## src/rtl/reaction_pkg.sv

```systemverilog
// Shared types and constants for the reaction-game timer.
`timescale 1ns/1ps
package reaction_pkg;

  typedef enum logic [2:0] {
    ST_IDLE = 3'd0,
    ST_WAIT = 3'd1,
    ST_GO   = 3'd2,
    ST_DONE = 3'd3,
    ST_FOUL = 3'd4
  } state_t;

  localparam int unsigned LFSR_W     = 16;
  localparam logic [15:0] LFSR_SEED  = 16'hACE1;
  // Fibonacci taps 16,14,13,11 expressed as bit positions 15,13,12,10.
  localparam logic [15:0] LFSR_TAPS  = 16'hB400;
  localparam int unsigned MAX_MS_DEF = 9999;

  function automatic logic [15:0] lfsr_next(input logic [15:0] s);
    return {s[14:0], ^(s & LFSR_TAPS)};
  endfunction

endpackage

```

## src/rtl/reaction_timer_lfsr16.sv

```systemverilog
// Free-running 16-bit Fibonacci LFSR; exposes its low OUT_W bits as the random value.
`timescale 1ns/1ps
module lfsr16
  import reaction_pkg::*;
#(
  parameter int unsigned OUT_W = 16
) (
  input  logic             clk,
  input  logic             rst,
  output logic [OUT_W-1:0] o_rand
);

  logic [LFSR_W-1:0] r_lfsr;

  always_ff @(posedge clk) begin
    if (rst) r_lfsr <= LFSR_SEED;
    else     r_lfsr <= lfsr_next(r_lfsr);
  end

  assign o_rand = r_lfsr[OUT_W-1:0];

endmodule

```

## src/rtl/reaction_timer.sv

```systemverilog
// Reaction-game sequencer: random wait, GO indication, millisecond reaction measurement
// and foul detection, driven by ticks recovered from the 1 kHz clk_ms square wave.
`timescale 1ns/1ps
module reaction_timer
  import reaction_pkg::*;
#(
  parameter int unsigned MAX_MS    = MAX_MS_DEF,
  parameter int unsigned DELAY_MIN = 1000,
  parameter int unsigned DELAY_W   = 11,
  parameter int unsigned TIME_W    = 14
) (
  input  logic              clk,
  input  logic              rst,
  input  logic              clk_ms,
  input  logic              start,
  input  logic              btn,
  output logic              led_go,
  output logic              busy,
  output logic              done,
  output logic              foul,
  output logic [TIME_W-1:0] react_ms
);

  localparam int unsigned DLY_W = $clog2(DELAY_MIN + (1 << DELAY_W));

  state_t              r_state, w_state_nxt;
  logic [DLY_W-1:0]    r_delay, w_delay_nxt, w_delay_load;
  logic [TIME_W-1:0]   r_ms, w_ms_nxt;
  logic [TIME_W-1:0]   r_react, w_react_nxt;
  logic                r_clk_ms_d, r_btn_d;
  logic                r_led_go, r_busy, r_done, r_foul;
  logic                w_tick, w_btn_rise;
  logic [DELAY_W-1:0]  w_rand;

  lfsr16 #(.OUT_W(DELAY_W)) u_lfsr (
    .clk    (clk),
    .rst    (rst),
    .o_rand (w_rand)
  );

  assign w_tick       = clk_ms & ~r_clk_ms_d;
  assign w_btn_rise   = btn & ~r_btn_d;
  assign w_delay_load = DLY_W'(DELAY_MIN) + DLY_W'(w_rand);

  // Next-state and datapath updates; a button rise always beats a coincident tick.
  always_comb begin
    w_state_nxt = r_state;
    w_delay_nxt = r_delay;
    w_ms_nxt    = r_ms;
    w_react_nxt = r_react;
    case (r_state)
      ST_IDLE, ST_DONE, ST_FOUL: begin
        if (start) begin
          w_delay_nxt = w_delay_load;
          w_state_nxt = ST_WAIT;
        end
      end
      ST_WAIT: begin
        if (w_btn_rise) begin
          w_state_nxt = ST_FOUL;
        end else if (w_tick) begin
          if (r_delay == DLY_W'(1)) begin
            w_state_nxt = ST_GO;
            w_delay_nxt = '0;
            w_ms_nxt    = '0;
          end else begin
            w_delay_nxt = r_delay - DLY_W'(1);
          end
        end
      end
      ST_GO: begin
        if (w_btn_rise) begin
          w_react_nxt = r_ms;
          w_state_nxt = ST_DONE;
        end else if (w_tick) begin
          if (r_ms == TIME_W'(MAX_MS - 1)) begin
            w_ms_nxt    = TIME_W'(MAX_MS);
            w_react_nxt = TIME_W'(MAX_MS);
            w_state_nxt = ST_DONE;
          end else begin
            w_ms_nxt = r_ms + TIME_W'(1);
          end
        end
      end
      default: w_state_nxt = ST_IDLE;
    endcase
  end

  always_ff @(posedge clk) begin
    if (rst) begin
      r_state    <= ST_IDLE;
      r_delay    <= '0;
      r_ms       <= '0;
      r_react    <= '0;
      r_clk_ms_d <= 1'b0;
      r_btn_d    <= 1'b0;
      r_led_go   <= 1'b0;
      r_busy     <= 1'b0;
      r_done     <= 1'b0;
      r_foul     <= 1'b0;
    end else begin
      r_state    <= w_state_nxt;
      r_delay    <= w_delay_nxt;
      r_ms       <= w_ms_nxt;
      r_react    <= w_react_nxt;
      r_clk_ms_d <= clk_ms;
      r_btn_d    <= btn;
      r_led_go   <= (w_state_nxt == ST_GO);
      r_busy     <= (w_state_nxt == ST_WAIT) || (w_state_nxt == ST_GO);
      r_done     <= (w_state_nxt == ST_DONE);
      r_foul     <= (w_state_nxt == ST_FOUL);
    end
  end

  assign led_go   = r_led_go;
  assign busy     = r_busy;
  assign done     = r_done;
  assign foul     = r_foul;
  assign react_ms = r_react;

endmodule

```

## config.mk

```make
export PLATFORM = sky130hd
export DESIGN_NAME = reaction_timer
export DESIGN_NICKNAME = d
export VERILOG_FILES = /design/src/rtl/reaction_pkg.sv /design/src/rtl/reaction_timer_lfsr16.sv /design/src/rtl/reaction_timer.sv
export SDC_FILE = /design/constraint.sdc
export NUM_CORES = 1
export LEC_CHECK = 0
export BUFFER_PORTS_ARGS = -buffer_cell sky130_fd_sc_hd__buf_4
export CORE_MARGIN = 3
export CORE_UTILIZATION = 54
export DETAILED_ROUTE_END_ITERATION = 10
export HOLD_SLACK_MARGIN = 0.03
export PLACE_DENSITY = 0.86
export SLEW_MARGIN = 15
export SYNTH_ARGS = -nofsm -noshare
export SYNTH_HDL_FRONTEND = slang
export SYNTH_HIERARCHICAL = 1
export SYNTH_SLANG_ARGS = --single-unit
```

## constraint.sdc

```tcl
create_clock -name clk -period 2.3 [get_ports clk]
set_clock_uncertainty 0.15 [all_clocks]
set_input_delay 0.115 -clock clk [delete_from_list [all_inputs] [get_ports clk]]
set_output_delay 0.115 -clock clk [all_outputs]
set_load 0.02 [all_outputs]
```

== Yosys cells after proc, flatten, opt, wreduce, memory -nomap -nowiden ==
Index checks and enable logic that the tools add are counted.

* Bits in latches: 0
* Memories kept: 0
* RAM bits: 0
* Memory bits (read-only): 0
* Bits in registers: 65

* Reduce and logical (&&, ||, !) cells: 11
* Magnitude comparators: 0
* $mul: 0
* Bitwise operators: 4
* $add $sub $neg: 3
* Shifts and indexed selects: 0
* Multiplexer cells: 23
* Divide/modulo/power cells: 0
* Equality and inequality tests: 16

{| class="wikitable"
|+ Operators with widths
! operator !! count
|-
| 14-bit two-way mux || 9
|-
| 12-bit two-way mux || 4
|-
| 14-bit one-hot mux with 2 select lines || 1
|-
| 12-bit one-hot mux with 2 select lines || 1
|-
| 3-bit two-way mux || 7
|-
| 16-bit parity || 1
|-
| 14-bit by 1-bit adder with 14-bit output, second input constant || 1
|-
| 14-bit equality test, second input constant || 1
|-
| 10-bit by 11-bit adder with 12-bit output, first input constant || 1
|-
| 12-bit by 1-bit equality test with 1-bit output, second input constant || 1
|-
| 3-bit by 2-bit equality test with 1-bit output, second input constant || 4
|-
| 2-bit != test, second input constant || 6
|-
| 12-bit by 1-bit subtractor with 12-bit output, second input constant || 1
|-
| 3-bit one-hot mux with 3 select lines || 1
|-
| 2-bit nonzero test || 4
|-
| 3-bit by 1-bit equality test with 1-bit output, second input constant || 2
|-
| 3-bit equality test, second input constant || 2
|-
| 6-bit AND reduction || 1
|-
| 4-bit AND reduction || 1
|-
| 3-bit zero test || 1
|-
| 3-bit AND reduction || 1
|-
| 3-bit OR reduction || 1
|-
| 1-bit AND || 2
|-
| 1-bit NOT || 2
|-
| 1-bit logical OR || 1
|}

== Depth between registers and ports, before layout ==
Gate-level depths: netlist of the first run.

* Word-level depth: 7
* Gate-level depth with buffers: 9

== Hierarchy ==
Netlist of the first run, hierarchy kept.

{| class="wikitable"
|+ By module, submodules not included
! module !! area each (um^2) !! times used !! cells an instance
|-
| reaction_timer || 2561.2 || 1 || 316
|-
| lfsr16 || 536.8 || 1 || 47
|}

== Least setup slack after synthesis of the first run ==
No wires, ideal clock.

* Kind: flip-flop to flip-flop
* From: register r_ms[0]
* To: register r_busy, in the netlist busy
* Period minus slack after synthesis: 2425 ps
* Setup time: 136 ps
* Buffers on the path: 1
* Cell stages (with the launch flop): 9
* Slack: -125 ps
* Arrival time: 2139 ps
* Path through: dfxtp_1 inv_1 ha_1 or4bb_1 or4_1 buf_2 o31ai_4 a2111oi_2 mux2i_1

* Longest elaborated chain between the ends: 7

{| class="wikitable"
|+ Ends and longest elaborated chain
! element !! line !! text
|-
| start, declared || reaction_timer.sv:28 || <nowiki>logic [TIME_W-1:0] r_ms, w_ms_nxt;</nowiki>
|-
| start signal, assigned || reaction_timer.sv:104 || <nowiki>r_ms <= w_ms_nxt;</nowiki>
|-
| 14-bit equality test * || reaction_timer.sv:76 || <nowiki>if (r_ms == TIME_W'(MAX_MS - 1)) begin</nowiki>
|-
| 3-bit two-way mux * || reaction_timer.sv:76 ||
|-
| 3-bit two-way mux * || reaction_timer.sv:75 || <nowiki>end else if (w_tick) begin</nowiki>
|-
| 3-bit two-way mux * || reaction_timer.sv:72 || <nowiki>if (w_btn_rise) begin</nowiki>
|-
| 3-bit one-hot mux with 3 select lines * || reaction_timer.sv:51 || <nowiki>case (r_state)</nowiki>
|-
| 3-bit by 1-bit equality test with 1-bit output or 3-bit by 2-bit equality test with 1-bit output (tied branches) || reaction_timer.sv:109 || <nowiki>r_busy <= (w_state_nxt == ST_WAIT) || (w_state_nxt == ST_GO);</nowiki>
|-
| 1-bit logical OR * || reaction_timer.sv:109 ||
|-
| end signal, assigned || reaction_timer.sv:109 ||
|-
| end, declared || reaction_timer.sv:31 || <nowiki>logic r_led_go, r_busy, r_done, r_foul;</nowiki>
|}

Every way passes the cells marked *; elsewhere a longest branch is shown, timed or not.
A chain may end at the register's enable or synchronous reset.

== Worst setup path after layout of the first run ==
* From: register r_ms[0]
* To: register r_react[5], in the netlist react_ms[5]

* Longest elaborated chain between the ends: 3

{| class="wikitable"
|+ Ends and longest elaborated chain
! element !! line !! text
|-
| 14-bit equality test || reaction_timer.sv:76 ||
|-
| 2-bit nonzero test (no line) || -- ||
|-
| 3-bit AND reduction (no line) || -- ||
|-
| end signal, assigned || reaction_timer.sv:105 || <nowiki>r_react <= w_react_nxt;</nowiki>
|-
| end, declared || reaction_timer.sv:29 || <nowiki>logic [TIME_W-1:0] r_react, w_react_nxt;</nowiki>
|}

Every way passes these cells.

==> results of run 1 <==
==> power groups by stage <==
stage / combinational [mW] / sequential [mW] / clock, mW
2_1_floorplan: 0.267 / 1.22 / 0
3_3_place_gp: 0.325 / 1.23 / 0
3_5_place_dp: 0.337 / 1.23 / 0
4_1_cts: 0.344 / 1.21 / 1.09
5_1_grt: 0.390 / 1.22 / 1.13
6_report: 0.354 / 1.21 / 1.07
==> metal layers <==
metal / wire length (um) / vias to the layer above / GRT usage
li1: - / 1388 / -
met1: 3500 / 1394 / 0.331
met2: 3730 / 127 / 0.400
met3: 578 / 24 / 0.0450
met4: 189 / 0 / 0.125
met5: 0 / - / 0
==> cell type report <==
| type | count | area (um^2) | area share |
|---|---|---|---|
| Clock inverter | 3 | 65.1 | 0.0172 |
| Tap cell | 70 | 87.6 | 0.0232 |
| Sequential cell | 65 | 1300 | 0.345 |
| Multi-Input combinational cell | 252 | 1630 | 0.432 |
| Inverter | 16 | 60.1 | 0.0159 |
| Timing Repair Buffer | 62 | 480 | 0.127 |
| Clock buffer | 11 | 151 | 0.0400 |
==> kinds of logic (layout without fill, tap and decap cells) <==
logic type	count (synthesis)	count (layout)	share of synthesized area
AOI/OAI and AO/OA	82	82	0.198
and+or+nand+nor	155	155	0.262
muxes	1	1	0.00323
DFF	65	65	0.420
buffers and inverters	46	92	0.0711
adders and majority gates	5	5	0.0202
xor gates and xnor gates	9	9	0.0254
==> layout by cell type (no fill, tap or decap), types with 4 or more instances in the layout <==
cell type | netlist | layout
and2_1 | 4 | 4
clkbuf_8 | 0 | 11
a31oi_1 | 6 | 6
nor3_1 | 16 | 15
a32oi_1 | 6 | 6
or2_1 | 7 | 7
nand3_1 | 11 | 11
a21oi_1 | 17 | 17
inv_1 | 16 | 15
a311oi_1 | 7 | 7
o32ai_1 | 9 | 9
o21ai_0 | 7 | 7
nand2_1 | 22 | 22
nand4_1 | 7 | 7
nand2b_1 | 5 | 5
ha_1 | 5 | 4
nor2_1 | 43 | 38
nor2b_1 | 16 | 16
buf_4 | 12 | 57
xor2_1 | 5 | 5
xnor2_1 | 4 | 4
dfxtp_1 | 65 | 63
a22oi_1 | 6 | 6
a211oi_1 | 5 | 5
==> cells in the mapped netlist (9+ instances only) <==
cell type / instances
a21oi_1: 17
buf_4: 12
clkbuf_1: 16
dfxtp_1: 65
inv_1: 16
nand2_1: 22
nand3_1: 11
nor2_1: 43
nor2b_1: 16
nor3_1: 16
o32ai_1: 9
==> registers in the layout (all words and copies together), names as in the netlist <==
signal and cells:
u_lfsr/r_lfsr 16, r_ms 14, react_ms 14, r_delay 12, r_state 3, busy 1, done 1, foul 1
led_go 1, r_btn_d 1, r_clk_ms_d 1
==> worst paths after layout <==
path,startpoint,endpoint,slack [ps],cells after the start
hold / removal,rst,react_ms[5]$_SDFFE_PP0P_,100,2
setup reg to reg,r_ms[0]$_SDFFE_PP0P_,react_ms[5]$_SDFFE_PP0P_,-110,7
setup / recovery,r_ms[0]$_SDFFE_PP0P_,react_ms[5]$_SDFFE_PP0P_,-110,7
hold reg to reg,u_lfsr/r_lfsr[14]$_SDFF_PP0_,u_lfsr/r_lfsr[15]$_SDFF_PP1_,260,1
==> stage by stage <==
step	util	cells	setup slack, ps
6_report	0.709	479	-109
5_1_grt	0.709	479	-170
4_1_cts	0.697	476	-75.3
3_5_place_dp	0.646	457	-185
3_3_place_gp	0.646	457	-99.7
2_1_floorplan	-	363	-14.8
==> timing repair <==
item,in CTS,in global routing
setup endpoints to repair,25,34
endpoints found under the hold margin,6,0
pin swaps,4,15
setup buffers,2,3
gates resized for setup,3,12
hold buffers,3,0
==> flow_summary.toml, run 1 <==
[pwr]
irDropWorstVdd_mv = 0.545
p_int_mw = 1.97
power.density_nw_per_um2 = 697
power_mw = 2.64
leakagePower_nw = 1.45
pwr-share-comb = 0.134
p_clk_frac = 0.406
p_seq_frac = 0.460
power.switching_mw = 0.663
sw_frac_of_total = 0.251

[placement]
gp_congestion = 0.871
port_buffers = 22
placed_area_um2 = 3450
hpwl_mm = 5.18

[routing]
vias = 2933
via_per_inst = 6.12
drt-total-wl_mm = 8.00
routedWlPerCell_um = 16.7
ant_nets = 0
route.detailed.drc = 0
dr.pass1.iters = 5
drt_iter0_drc = 375

[clock_tree]
clkLatencyLatePin_ps = 330
clk_path_buf_depth = 2
cts-root-buf = "clkbuf_8"
cts_made_buffers = 9
ctsHtreeMaxLevel = 3
cts_sinks = 65
cts_tree = "done"
clk_pin_slew_ps = 70

[critical_path]
cp.arrival_ps = 2460
worstPathCellList = "inv_2 > ha_4 > or4bb_1 > or4_4 > o31a_1 > a22oi_1 > nor2_1"
cp.required_ps = 2350
max_stage_delay_ps = 550
cp_top_family = "simple AND/OR/NAND/NOR gates"
crit_buf_inv = 1
critPathKind = "flip-flop to flip-flop"
crit_path_end_kind = "flip-flop"
cp_slowest_cell = "or4_4"
worstPathMaxFanout = 7
critPathLaunchType = "flip-flop"

[timing]
fmax_mhz = 415
maxSlewViolCount = 0
rsz0062_at_grt = "yes"
fin_setup_tns_ps = -1080
post-route-period-util = 1.05
holdWs_ps = 102
fin_ws_ps = -109
worstMarginPinSlew_ps = 570
maxSlewHeadroom = 0.619
min_period_ps = 2410
hold_violations = 0
finalSetupViolCount = 15

[logic_synthesis]
synthesis.nets = 373
ys_dominant_reg_cell = "dfxtp_1"
ys_async_sr_fraction = 0
ys_types = 52
seq_area_frac_synth = 0.420
synth.top_cell.area_share = 0.420
ys_warn_count = 6
ys_ff_latch = 65
synth_area_leader_cell = "dfxtp_1"
synthCells = 363
synth_edf_count = 0
syn_area_um2 = 3100
avgSynthCellArea_um2 = 8.53
ys_top_cells_by_area = "dfxtp_1 (42%), nor2_1 (5.2%), nor2b_1 (3.2%)"

[floorplan]
row_count = 26
io-pin-count = 23
dieArea_um2 = 6680
start_util = 0.581
die_x_um = 81.7
coreArea_um2 = 5340
die_h_um = 81.7

[status]
violations = "setup timing"
status = "complete, but fails checks"

[layout]
nFillCells = 391
fin_nets = 416
num_antenna_cells = 0
area_growth_pct = 22.1
fin_area_um2 = 3780
drive_above_1_share = 0.230

[min_path]
hold_path.class = "primary input to flip-flop"

[grt]
grt_max_degree = 56
grt_usage = 0.253
grt_overflow_total = 0
antenna_found_initial = 0
grt_pass1_wl_mm = 13.1
first_global_vias = 2866

[job]
cap_violations = 0
Note: power is estimated with default switching activity, not from simulation.
==> run 2, diff against run 1 <==
--- a/config.mk
+++ b/config.mk
@@ -11,6 +11,7 @@
 export DETAILED_ROUTE_END_ITERATION = 10
 export HOLD_SLACK_MARGIN = 0.03
 export PLACE_DENSITY = 0.86
+export SETUP_SLACK_MARGIN = 0.05
 export SLEW_MARGIN = 15
 export SYNTH_ARGS = -nofsm -noshare
 export SYNTH_HDL_FRONTEND = slang
==> flow_summary.toml, run 2 (synthesis gave the netlist of run 1 again) <==
[status]
status = "complete, but fails checks"
violations = "setup timing"

[placement]
port_buffers = 22
dpl.cell_count = 455
gp_congestion = 0.882
hpwl_mm = 5.01
placed_area_um2 = 3430
post-place-ws_ps = -79.7

[floorplan]
coreArea_um2 = 5340
die_x_um = 81.7
start_util = 0.581
io-pin-count = 23
die_h_um = 81.7
dieArea_um2 = 6680
row_count = 26

[timing]
worstMarginPinSlew_ps = 569
hold_violations = 0
post-route-period-util = 1.02
maxSlewHeadroom = 0.619
maxSlewViolCount = 0
holdWs_ps = 87.1
rsz0062_at_grt = "yes"
fmax_mhz = 427
min_period_ps = 2340
fin_ws_ps = -43.0
finalSetupViolCount = 13

[critical_path]
worstPathMaxFanout = 6
critPathLaunch = "r_ms[0]$_SDFFE_PP0P_"
r2r_cells = 8
r2r-start = "r_ms[0]$_SDFFE_PP0P_"
max_stage_delay_ps = 560
cp.depth = 8
r2r_end = "busy$_SDFF_PP0_"
cp-endpoint = "busy$_SDFF_PP0_"
critPathLaunchType = "flip-flop"
cp.required_ps = 2360
critPathKind = "flip-flop to flip-flop"
reg2reg_slack_ps = -40
crit_buf_inv = 2
cp_top_family = "simple AND/OR/NAND/NOR gates"
crit_path_end_kind = "flip-flop"
cp_slowest_cell = "or4_4"
cp.arrival_ps = 2410
worstPathCellList = "inv_2 > ha_4 > or4bb_1 > or4_4 > o31ai_4 > buf_4 > a2111oi_4 > mux2i_1"

[clock_tree]
clkLatencyLatePin_ps = 340
cts_tree = "done"
cts-root-buf = "clkbuf_8"
cts_made_buffers = 9
clk_pin_slew_ps = 70
ctsHtreeMaxLevel = 3
clk_path_buf_depth = 2
cts_sinks = 65

[layout]
num_antenna_cells = 0
final_common_cell = "dfxtp_1"
drive_above_1_share = 0.222
final_cells = 475
largest_reg_flops = 16
regMostFlops = "u_lfsr/r_lfsr"
area_growth_pct = 20.5
fin_nets = 410
layout_common_cells = "dfxtp_1 (63), buf_4 (52), nor2_1 (39), nand2_1 (22), a21oi_1 (17)"
fin_area_um2 = 3730
nFillCells = 399

[routing]
vias = 2813
ant_nets = 0
drt_iter0_drc = 265
drt-total-wl_mm = 7.42
via_per_inst = 5.92
dr.pass1.iters = 5
route.detailed.drc = 0
routedWlPerCell_um = 15.6

[grt]
first_global_vias = 2697
antenna_found_initial = 0
grt_overflow_total = 0
grt_max_degree = 52
grt_usage = 0.234
grt_pass1_wl_mm = 12.2

[pwr]
leakagePower_nw = 1.41
power.density_nw_per_um2 = 672
power_mw = 2.51
irDropWorstVdd_mv = 0.579

[min_path]
hold_path.class = "primary input to flip-flop"

[job]
cap_violations = 0
[run 2: cell types whose count changed in the layout (fill, tap and decap cells not counted), moves of 2 or more]
| cell | delta |
|---|---|
| buf_4 | -5 |
| nor3_2 | +3 |
| nor2_2 | -2 |
| nor3_1 | -3 |
| clkbuf_1 | +3 |
[run 2: routing by layer]
metal,part of all wire,vias to the layer above,global-route usage
met4,0.010,0,0.0814
met1,0.43,1320,0.295
li1,-,1373,-
met2,0.49,107,0.382
met5,0,-,0
met3,0.072,13,0.0658
[run 2: what timing repair did]
| action | in CTS | in global routing |
|---|---|---|
| pin swaps | 3 | 2 |
| resized for setup | 2 | 16 |
| buffers inserted | 1 | 0 |
| endpoints found under the hold margin | 6 | 0 |
| setup endpoints to repair | 26 | 35 |
| gates cloned | 0 | 0 |
| hold buffers | 3 | 0 |
[run 2: report_power, final]
part	leakage (nW)	switching [mW]	internal, mW
Combinational	0.782	0.203	0.146
Clock	0.0974	0.418	0.528
Sequential	0.532	0.0375	1.17
[run 2: layout make-up]
type | count | area, um^2 | area share
clock buffer | 13 | 149 | 0.0399
clock inverter | 3 | 40.0 | 0.0107
inverter | 16 | 60.1 | 0.0161
multi-input combinational | 252 | 1660 | 0.445
sequential | 65 | 1300 | 0.349
tap | 70 | 87.6 | 0.0235
timing repair buffer | 56 | 432 | 0.116
[run 2: stage by stage]
stage	util	TNS, ps
2_1_floorplan	-	-33.6
3_3_place_gp	0.643	0
3_5_place_dp	0.643	-614
4_1_cts	0.687	0
5_1_grt	0.700	-1680
6_report	0.700	-272
[run 2: how the worst min path moves through the flow]
stage	startpoint	endpoint	cells past startpoint	slack (ps)
after floorplan	rst	u_lfsr/r_lfsr[14]$_SDFF_PP0_	1	40
after global placement	btn	r_btn_d$_SDFF_PP0_	2	210
after detailed placement	btn	r_btn_d$_SDFF_PP0_	2	220
after CTS	rst	r_ms[2]$_SDFFE_PP0P_	2	70
after global routing	rst	r_state[0]$_SDFF_PP0_	2	100
final	rst	r_state[0]$_SDFF_PP0_	2	90
